==> src/rtl/mem_ctrl_arb.sv <==
// rtl/mem_ctrl_arb.sv - round-robin multi-port memory controller with per-transaction timeout
module mem_ctrl_arb #(
    parameter int NPORTS  = 2,
    parameter int AW      = 16,
    parameter int DW      = 16,
    parameter int TIMEOUT = 255
) (
    input  logic                 I_clk,
    input  logic                 I_reset_n,
    input  logic [NPORTS-1:0]    I_exec,
    input  logic [NPORTS-1:0]    I_write,
    input  logic [NPORTS*AW-1:0] I_addr,
    input  logic [NPORTS*DW-1:0] I_data,
    output logic [NPORTS-1:0]    O_ready,
    output logic [NPORTS-1:0]    O_grant,
    output logic [NPORTS-1:0]    O_data_ready,
    output logic [NPORTS-1:0]    O_error,
    output logic [DW-1:0]        O_data,
    input  logic                 MEM_ready,
    output logic                 MEM_exec,
    output logic                 MEM_write,
    output logic [AW-1:0]        MEM_addr,
    output logic [DW-1:0]        MEM_data_out,
    input  logic [DW-1:0]        MEM_data_in,
    input  logic                 MEM_data_ready
);

    localparam int PW = (NPORTS > 1) ? $clog2(NPORTS) : 1;
    // Counter is wide enough to hold TIMEOUT itself so it can saturate there.
    localparam int TW = (TIMEOUT > 0) ? $clog2(TIMEOUT + 1) : 1;
    localparam logic [NPORTS-1:0] ONE  = NPORTS'(1);
    localparam logic [TW-1:0]     TLIM = TW'(TIMEOUT);

    typedef enum logic [1:0] {IDLE, ISSUE, WAIT_RD, WAIT_WR} state_t;

    state_t          state;
    state_t          state_nxt;
    logic [PW-1:0]   rr;
    logic [PW-1:0]   cur;
    logic [PW-1:0]   pick;
    logic [PW-1:0]   idx;
    logic            pick_vld;
    logic [TW-1:0]   cnt;
    logic [TW-1:0]   cnt_inc;
    logic            grant;
    logic            done;
    logic            expire;
    logic            abort;

    // Round-robin search: first requester at or after the pointer, wrapping.
    always_comb begin
        pick_vld = 1'b0;
        pick     = '0;
        idx      = '0;
        for (int i = 0; i < NPORTS; i++) begin
            idx = PW'((int'(rr) + i) % NPORTS);
            if (!pick_vld && I_exec[idx]) begin
                pick_vld = 1'b1;
                pick     = idx;
            end
        end
    end

    // Completion/abort decode and next-state; completion beats a same-cycle expiry.
    always_comb begin
        cnt_inc   = (cnt == TLIM) ? cnt : cnt + 1'b1;
        expire    = (TIMEOUT > 0) && (cnt_inc == TLIM);
        grant     = (state == IDLE) && MEM_ready && pick_vld;
        done      = ((state == WAIT_RD) && MEM_data_ready) ||
                    ((state == WAIT_WR) && MEM_ready);
        abort     = ((state == WAIT_RD) || (state == WAIT_WR)) && !done && expire;
        state_nxt = state;
        case (state)
            IDLE:    if (grant) state_nxt = ISSUE;
            ISSUE:   state_nxt = MEM_write ? WAIT_WR : WAIT_RD;
            WAIT_RD,
            WAIT_WR: if (done || abort) state_nxt = IDLE;
            default: state_nxt = IDLE;
        endcase
    end

    // Controller FSM with registered handshake pulses and latched command.
    always_ff @(posedge I_clk or negedge I_reset_n) begin
        if (!I_reset_n) begin
            state        <= IDLE;
            rr           <= '0;
            cur          <= '0;
            cnt          <= '0;
            O_ready      <= '0;
            O_grant      <= '0;
            O_data_ready <= '0;
            O_error      <= '0;
            O_data       <= '0;
            MEM_exec     <= 1'b0;
            MEM_write    <= 1'b0;
            MEM_addr     <= '0;
            MEM_data_out <= '0;
        end else begin
            state        <= state_nxt;
            MEM_exec     <= 1'b0;
            O_grant      <= '0;
            O_data_ready <= '0;
            O_error      <= '0;
            O_ready      <= ((state_nxt == IDLE) && MEM_ready) ? ~I_exec : '0;
            case (state)
                IDLE: begin
                    if (grant) begin
                        MEM_addr     <= I_addr[pick*AW +: AW];
                        MEM_data_out <= I_data[pick*DW +: DW];
                        MEM_write    <= I_write[pick];
                        MEM_exec     <= 1'b1;
                        O_grant      <= ONE << pick;
                        cur          <= pick;
                        rr           <= (pick == PW'(NPORTS - 1)) ? '0 : pick + 1'b1;
                    end
                end
                ISSUE: begin
                    cnt <= '0;
                end
                WAIT_RD, WAIT_WR: begin
                    if (done) begin
                        O_data_ready <= ONE << cur;
                        if (state == WAIT_RD) O_data <= MEM_data_in;
                    end else if (abort) begin
                        O_error <= ONE << cur;
                    end else begin
                        cnt <= cnt_inc;
                    end
                end
                default: ;
            endcase
        end
    end

endmodule

==> config.mk <==
export PLATFORM = sky130hd
export DESIGN_NAME = mem_ctrl_arb
export DESIGN_NICKNAME = d
export VERILOG_FILES = /design/src/rtl/mem_ctrl_arb.sv
export SDC_FILE = /design/constraint.sdc
export NUM_CORES = 1
export LEC_CHECK = 0
export BUFFER_PORTS_ARGS = -buffer_cell sky130_fd_sc_hd__buf_2
export CAP_MARGIN = 40
export CORE_MARGIN = 8
export CORE_UTILIZATION = 45
export CTS_CLUSTER_DIAMETER = 50
export DETAILED_ROUTE_END_ITERATION = 12
export GPL_TIMING_DRIVEN = 0
export PLACE_DENSITY = 0.85
export SLEW_MARGIN = 25
export SYNTH_ARGS = -nofsm -noshare
export SYNTH_HDL_FRONTEND = slang
export SYNTH_SLANG_ARGS = --single-unit
export TNS_END_PERCENT = 30
==> constraint.sdc <==
create_clock -name I_clk -period 2.5 [get_ports I_clk]
set_input_delay 0.125 -clock I_clk [delete_from_list [all_inputs] [get_ports I_clk]]
set_output_delay 0.125 -clock I_clk [all_outputs]
set_load 0.005 [all_outputs]
==> flow_summary.json, run 1 <==
{
  "core_um2": 6640,
  "synth-edff-count": 0,
  "critPathRequiredTime_ps": 2710,
  "hold_viol": 0,
  "vias_per_cell": 5.57,
  "path_max_fanout": 8,
  "num_antenna_cells": 0,
  "detailed_place_hpwl_um": 6750,
  "synth_top_cell_area_share_pct": 57.7,
  "final.setup.tns_ps": 0,
  "r2r_cells": 6,
  "rr_endpoint": "O_ready[0]",
  "syn_to_final_growth_pct": 42.1,
  "synth_compound_area_share_pct": 18.6,
  "clk_latency_ps": 340,
  "fin_nets": 517,
  "post-route-util_pct": 64.9,
  "vias": 2857,
  "synth_top_cell_by_area": "dfrtp_1",
  "initial_utilization_pct": 45.7,
  "ys_seq_area_share_pct": 57.7,
  "finalClockSkew_ps": 8.43,
  "async_reset_ff_share_pct": 100,
  "num_io_pins": 146,
  "startpoint_type": "flip-flop",
  "design.die.area_um2": 9630,
  "drive_gt1_share_pct": 47.6,
  "powerDensity_nw_per_um2": 1140,
  "grt_pass1_wl_um": 15000,
  "crit_end": "O_ready[0]",
  "drcViolationCount": 0,
  "peakVddDrop_v": 0.000587,
  "syn-num-nets": 347,
  "synthFlopType": "dfrtp_1",
  "yosysWarnings": 0,
  "dieWidth_um": 98.1,
  "synthAdderAreaFrac_pct": 0.412,
  "timing.final.max_slew_violations": 0,
  "synth-simple-area-share_pct": 9.02,
  "htree_levels": 3,
  "max_slew_margin_pct": 64.9,
  "synth_area_leaders": "dfrtp_1, a222oi_1, mux2_2",
  "portBuffers": 145,
  "worstPathArrival_ps": 2580,
  "cts_tree": "built",
  "grt_overflow": 0,
  "cts_root_buffer": "clkbuf_8",
  "startpoint": "cnt[3]",
  "cts_buffers": 9,
  "synth.distinct_cells": 46,
  "antenna_found_initial": 0,
  "ant_nets": 0,
  "cts_max_path_buffers": 2,
  "p_total_mw": 4.92,
  "synth-xor-area-share_pct": 0,
  "fmax_mhz": 423,
  "rsz0062_at_grt": "false",
  "leakage_nw": 2.32,
  "gp_congestion": 0.918,
  "timing.rr.start": "cnt[3]",
  "die_h_um": 98.1,
  "fin_hold_ws_ps": 12.2,
  "std_cell_rows": 30,
  "cap_viol_max_count": 0,
  "timing.final.crit_share_pct": 94.6,
  "grt_pass1_vias": 3106,
  "routed_wl_um": 9170,
  "synth_mux_area_share_pct": 5.93,
  "outcome": "finished, final reports clean",
  "worst_slew_pin_slew_ps": 521,
  "setup_viol": 0,
  "wl_per_cell_um": 17.9,
  "synthCells": 258,
  "regToRegSetupSlack_ps": 130,
  "synth_area_um2": 3040,
  "synth_top_family_by_area": "compound AO/OA/AOI/OAI gates",
  "track_usage_pct": 19.4,
  "nFillCells": 508,
  "clkSinkCount": 70,
  "synth_commonest_cells": "dfrtp_1, inv_1, a222oi_1, mux2_2, nor2_1",
  "grt_max_degree": 37,
  "dr.pass1.iters": 10,
  "avgSynthCellArea_um2": 11.8,
  "drt_iter0_drc": 297,
  "clkSlewWorstSetupHoldPaths_ps": 80,
  "yosysMostFrequentCell": "dfrtp_1",
  "worst_setup_path_end_kind": "flip-flop",
  "fin_crit_ps": 2370,
  "ys_seq_elements": 70,
  "min_path_type": "in -> reg",
  "crit_type": "reg -> reg"
}
layout make-up:
| class | count | area, um^2 | share of cell area (%) |
|---|---|---|---|
| Buffer | 18 | 108 | 2.49 |
| Clock buffer | 11 | 151 | 3.51 |
| Clock inverter | 5 | 129 | 2.99 |
| Inverter | 39 | 146 | 3.39 |
| Multi-Input combinational cell | 131 | 1060 | 24.5 |
| Sequential cell | 70 | 1750 | 40.6 |
| Tap cell | 80 | 100 | 2.32 |
| Timing Repair Buffer | 159 | 871 | 20.2 |
kinds of logic after synthesis:
family          Yosys count
buf+inv                  57
flops                    70
mux                      16
simple gates             47
compound gates           67
fa+ha+maj                 1
stage by stage:
step | setup slack (ps) | std cells | cell area [um^2]
2_1_floorplan | 363 | 258 | 3040
3_3_place_gp | 63.7 | 483 | 3860
3_5_place_dp | 12.8 | 484 | 3880
4_1_cts | 7.88 | 508 | 4260
5_1_grt | 1.06 | 513 | 4310
6_report | 134 | 513 | 4310
cell usage in the layout (no fill, tap or decap), types with 2 or more instances in the layout:
master,n
dlygate4sd3_1,10
mux2_2,16
a31oi_1,2
nand2_1,10
nand3_1,3
buf_6,2
bufinv_16,4
and2_1,3
clkbuf_1,7
inv_1,39
buf_4,6
clkbuf_8,12
nor4_1,2
a21oi_1,10
o211ai_1,2
nand4_1,2
nor2b_1,2
o21ai_0,4
buf_2,149
a211oi_1,2
a311oi_1,4
a222oi_1,33
nor3_1,2
dfrtp_1,69
nor2_1,11
power by group:
group	switching, mW	total [mW]	leakage, nW	internal (mW)
Clock	0.428	1.25	0.140	0.820
Combinational	0.896	1.77	1.31	0.874
Sequential	0.290	1.91	0.873	1.62
how the worst min path moves through the flow:
stage | start | end | slack, ps | depth (start not counted)
2_1_floorplan | I_reset_n | MEM_addr[0] | -170 | 0
3_3_place_gp | I_write[1] | MEM_write | 340 | 3
3_5_place_dp | I_reset_n | O_grant[0] | 110 | 1
4_1_cts | I_addr[18] | MEM_addr[2] | 0.1 | 3
5_1_grt | MEM_data_in[15] | O_data[15] | 0.9 | 2
6_report | MEM_data_in[13] | O_data[13] | 10 | 2
per-layer routing:
layer | track usage (%) | up-vias | share of wire [%] | wire, um
li1 | - | 1307 | - | -
met1 | 21.5 | 1379 | 37 | 3430
met2 | 32.5 | 143 | 51 | 4700
met3 | 7.61 | 28 | 8.2 | 751
met4 | 8.15 | 0 | 3.2 | 289
met5 | 0 | - | 0 | 0
registers in the layout (all words and copies together), names as in the netlist:
register      flops
MEM_addr         16
MEM_data_out     16
O_data           16
cnt               8
O_data_ready      2
O_error           2
O_grant           2
O_ready           2
state             2
MEM_exec          1
MEM_write         1
cur               1
rr                1
what timing repair did:
item,CTS,global route
hold buffers,8,2
resized for setup,2,3
buffers inserted,0,3
pin swaps,0,1
endpoints found under the hold margin,41,2
endpoints found under the setup margin,2,10
critical path, cell delays in order, from the launching register on:
cell and delay, ps:
dfrtp_1 470, nand4_2 200, or4b_1 540, and3_4 200, nor3_4 290, a21oi_2 150
nor4_1 380
No activity file was read; power rests on OpenSTA's default activity.
==> inputs of run 2 (changes only) <==
Settings changed: ABC_AREA set to 1.
==> flow_summary.json, run 2 <==
{
  "outcome": "finished, final reports clean",
  "fmax_mhz": 446,
  "rsz0062_at_grt": "false",
  "mostFrequentLayoutCell": "buf_2",
  "synth-edff-count": 0,
  "yosysWarnings": 0,
  "detailed_place_hpwl_um": 6410,
  "grt_max_degree": 57,
  "grt_pass1_wl_um": 16300,
  "r2r_cells": 7,
  "nFillCells": 461,
  "min_to": "MEM_data_out[13]",
  "track_usage_pct": 20.7,
  "ant_nets": 0,
  "synth_area_um2": 3100,
  "routed_wl_um": 9890,
  "timing.rr.start": "state[1]",
  "dp.cells": 572,
  "cp_cell_sequence": "nor3_1 > o21ai_2 > nor2_2 > buf_2 > nand2_1 > nand3_1 > dlygate4sd3_1",
  "crit_path_max_incr_delay_ps": 550,
  "grt_overflow": 0,
  "cap_viol_max_count": 0,
  "dr.pass1.iters": 6,
  "seqPwrFrac_pct": 37.6,
  "fin_crit_ps": 2240,
  "power.share.combinational_pct": 41.4,
  "num_io_pins": 146,
  "final_cell_mix": "buf_2, nand2_1, dfrtp_1, dlygate4sd3_1, nand3_1",
  "swShare_pct": 33.7,
  "synthFlopType": "dfrtp_1",
  "finalClockSkew_ps": 15.3,
  "die_h_um": 99.0,
  "fin_hold_ws_ps": 8.65,
  "drive_gt1_share_pct": 35.3,
  "clkSlewWorstSetupHoldPaths_ps": 80,
  "vias_per_cell": 4.96,
  "min_from": "I_data[29]",
  "avgSynthCellArea_um2": 8.96,
  "power.share.clock_pct": 21.0,
  "cts_root_buffer": "clkbuf_8",
  "drt_iter0_drc": 89,
  "timing.final.crit_share_pct": 89.8,
  "worstPathArrival_ps": 2530,
  "htree_levels": 3,
  "powerDensity_nw_per_um2": 1010,
  "design.die.area_um2": 9800,
  "peakVddDrop_v": 0.000527,
  "dieWidth_um": 99.0,
  "path_delay_family": "buffers and inverters",
  "vias": 3261,
  "grt_pass1_vias": 3517,
  "gp_congestion": 0.806,
  "setup_viol": 0,
  "critPathSlowestCell": "dlygate4sd3_1",
  "rr_endpoint": "MEM_addr[1]",
  "synth_top_cell_area_share_pct": 56.5,
  "synth_commonest_cells": "nand2_1, dfrtp_1, nand3_1, inv_1, mux2_2",
  "synth.distinct_cells": 25,
  "fin_cells": 658,
  "synthCells": 346,
  "syn-num-nets": 435,
  "post_cts_buffers": 0,
  "timing.final.max_slew_violations": 0,
  "portBuffers": 145,
  "max_slew_margin_pct": 64.6,
  "p_sw_mw": 1.66,
  "clkSinkCount": 70,
  "cts_max_path_buffers": 2,
  "drcViolationCount": 0,
  "hold_viol": 0,
  "cts_tree": "built",
  "core_um2": 6720,
  "initial_utilization_pct": 46.1,
  "clk_latency_ps": 340,
  "path_max_fanout": 10,
  "std_cell_rows": 30,
  "reg_top3": "MEM_addr x16, MEM_data_out x16, O_data x16",
  "crit_type": "reg -> reg",
  "ys_seq_elements": 70,
  "syn_to_final_growth_pct": 57.9,
  "post-route-util_pct": 72.8,
  "regToRegSetupSlack_ps": 260,
  "internal_power_mw": 3.26,
  "yosysMostFrequentCell": "nand2_1",
  "cp.buffers_inverters": 2,
  "num_antenna_cells": 0,
  "fin_nets": 662,
  "synth_top_cell_by_area": "dfrtp_1",
  "synth_area_leaders": "dfrtp_1, nand2_1, nand3_1",
  "ys_seq_area_share_pct": 56.5,
  "worst_slew_pin_slew_ps": 531,
  "critPathRequiredTime_ps": 2780,
  "wl_per_cell_um": 15.0,
  "startpoint_type": "flip-flop",
  "cts_buffers": 9,
  "async_reset_ff_share_pct": 100,
  "leakage_nw": 2.58,
  "worst_setup_path_end_kind": "flip-flop",
  "whs_path_depth": 3,
  "antenna_found_initial": 0,
  "final.setup.tns_ps": 0,
  "min_path_type": "in -> reg"
}
==> run 2: how the worst max path moves through the flow <==
| stage | from | to | slack [ps] | cells past startpoint |
|---|---|---|---|---|
| after floorplan | cnt[0] | cnt[5] | 820 | 12 |
| after global routing | state[1] | MEM_data_out[10] | 130 | 7 |
| after CTS | state[1] | MEM_write | 150 | 7 |
| after detailed placement | cnt[0] | cnt[4] | 560 | 11 |
| after global placement | cnt[0] | cnt[1] | 610 | 11 |
| final | state[1] | MEM_addr[1] | 260 | 7 |
==> run 2: timing repair <==
item                                    CTS  global route
gates resized for setup                   0             2
endpoints found under the setup margin    0            24
hold endpoints to repair                112             0
hold buffers                             70             0
==> run 2: kinds of logic after synthesis <==
| family | synth area share, % |
|---|---|
| AND/OR/NAND/NOR | 30.2 |
| flip-flops | 56.5 |
| buffers and inverters | 4.04 |
| AO/OA/AOI/OAI | 3.07 |
| multiplexers | 5.81 |
| adder cells (fa/ha/maj) | 0.404 |
==> run 2: per-layer routing <==
layer / vias to the layer above / share of wire [%] / wire, um / global-route usage (%)
met5: - / 0 / 0 / 0
met4: 0 / 2.6 / 255 / 10.4
met3: 25 / 9.0 / 889 / 7.82
met2: 147 / 48 / 4760 / 34.8
met1: 1521 / 40 / 3980 / 22.3
li1: 1568 / - / - / -
==> run 2: layout make-up <==
cell class	instances	area [um^2]	share of cell area, %
Buffer	12	61.3	1.25
Clock buffer	9	124	2.53
Clock inverter	7	104	2.12
Inverter	17	63.8	1.30
Multi-Input combinational cell	247	1230	25.2
Sequential cell	70	1750	35.8
Tap cell	80	100	2.05
Timing Repair Buffer	216	1460	29.8
==> run 2: stage by stage <==
stage                     setup slack, ps  instance area (um^2)  total power, mW
after floorplan                       820                  3100             2.72
after global placement                615                  3930             3.39
after detailed placement              558                  3960             3.47
after CTS                             146                  4880             4.91
after global routing                  126                  4890             5.27
final                                 255                  4890             4.92
==> run 2: power by group through the flow <==
stage                     Clock (mW)  Combinational, mW  Sequential, mW
after floorplan                    0              0.838            1.88
after global placement             0               1.56            1.83
after detailed placement           0               1.62            1.85
after CTS                       1.06               2.01            1.84
after global routing            1.10               2.27            1.90
final                           1.03               2.04            1.85
==> run 2: tightest hold or removal path, cell delays in order <==
cell and delay [ps]:
buf_2 70, nand2_1 40, nand3_1 70
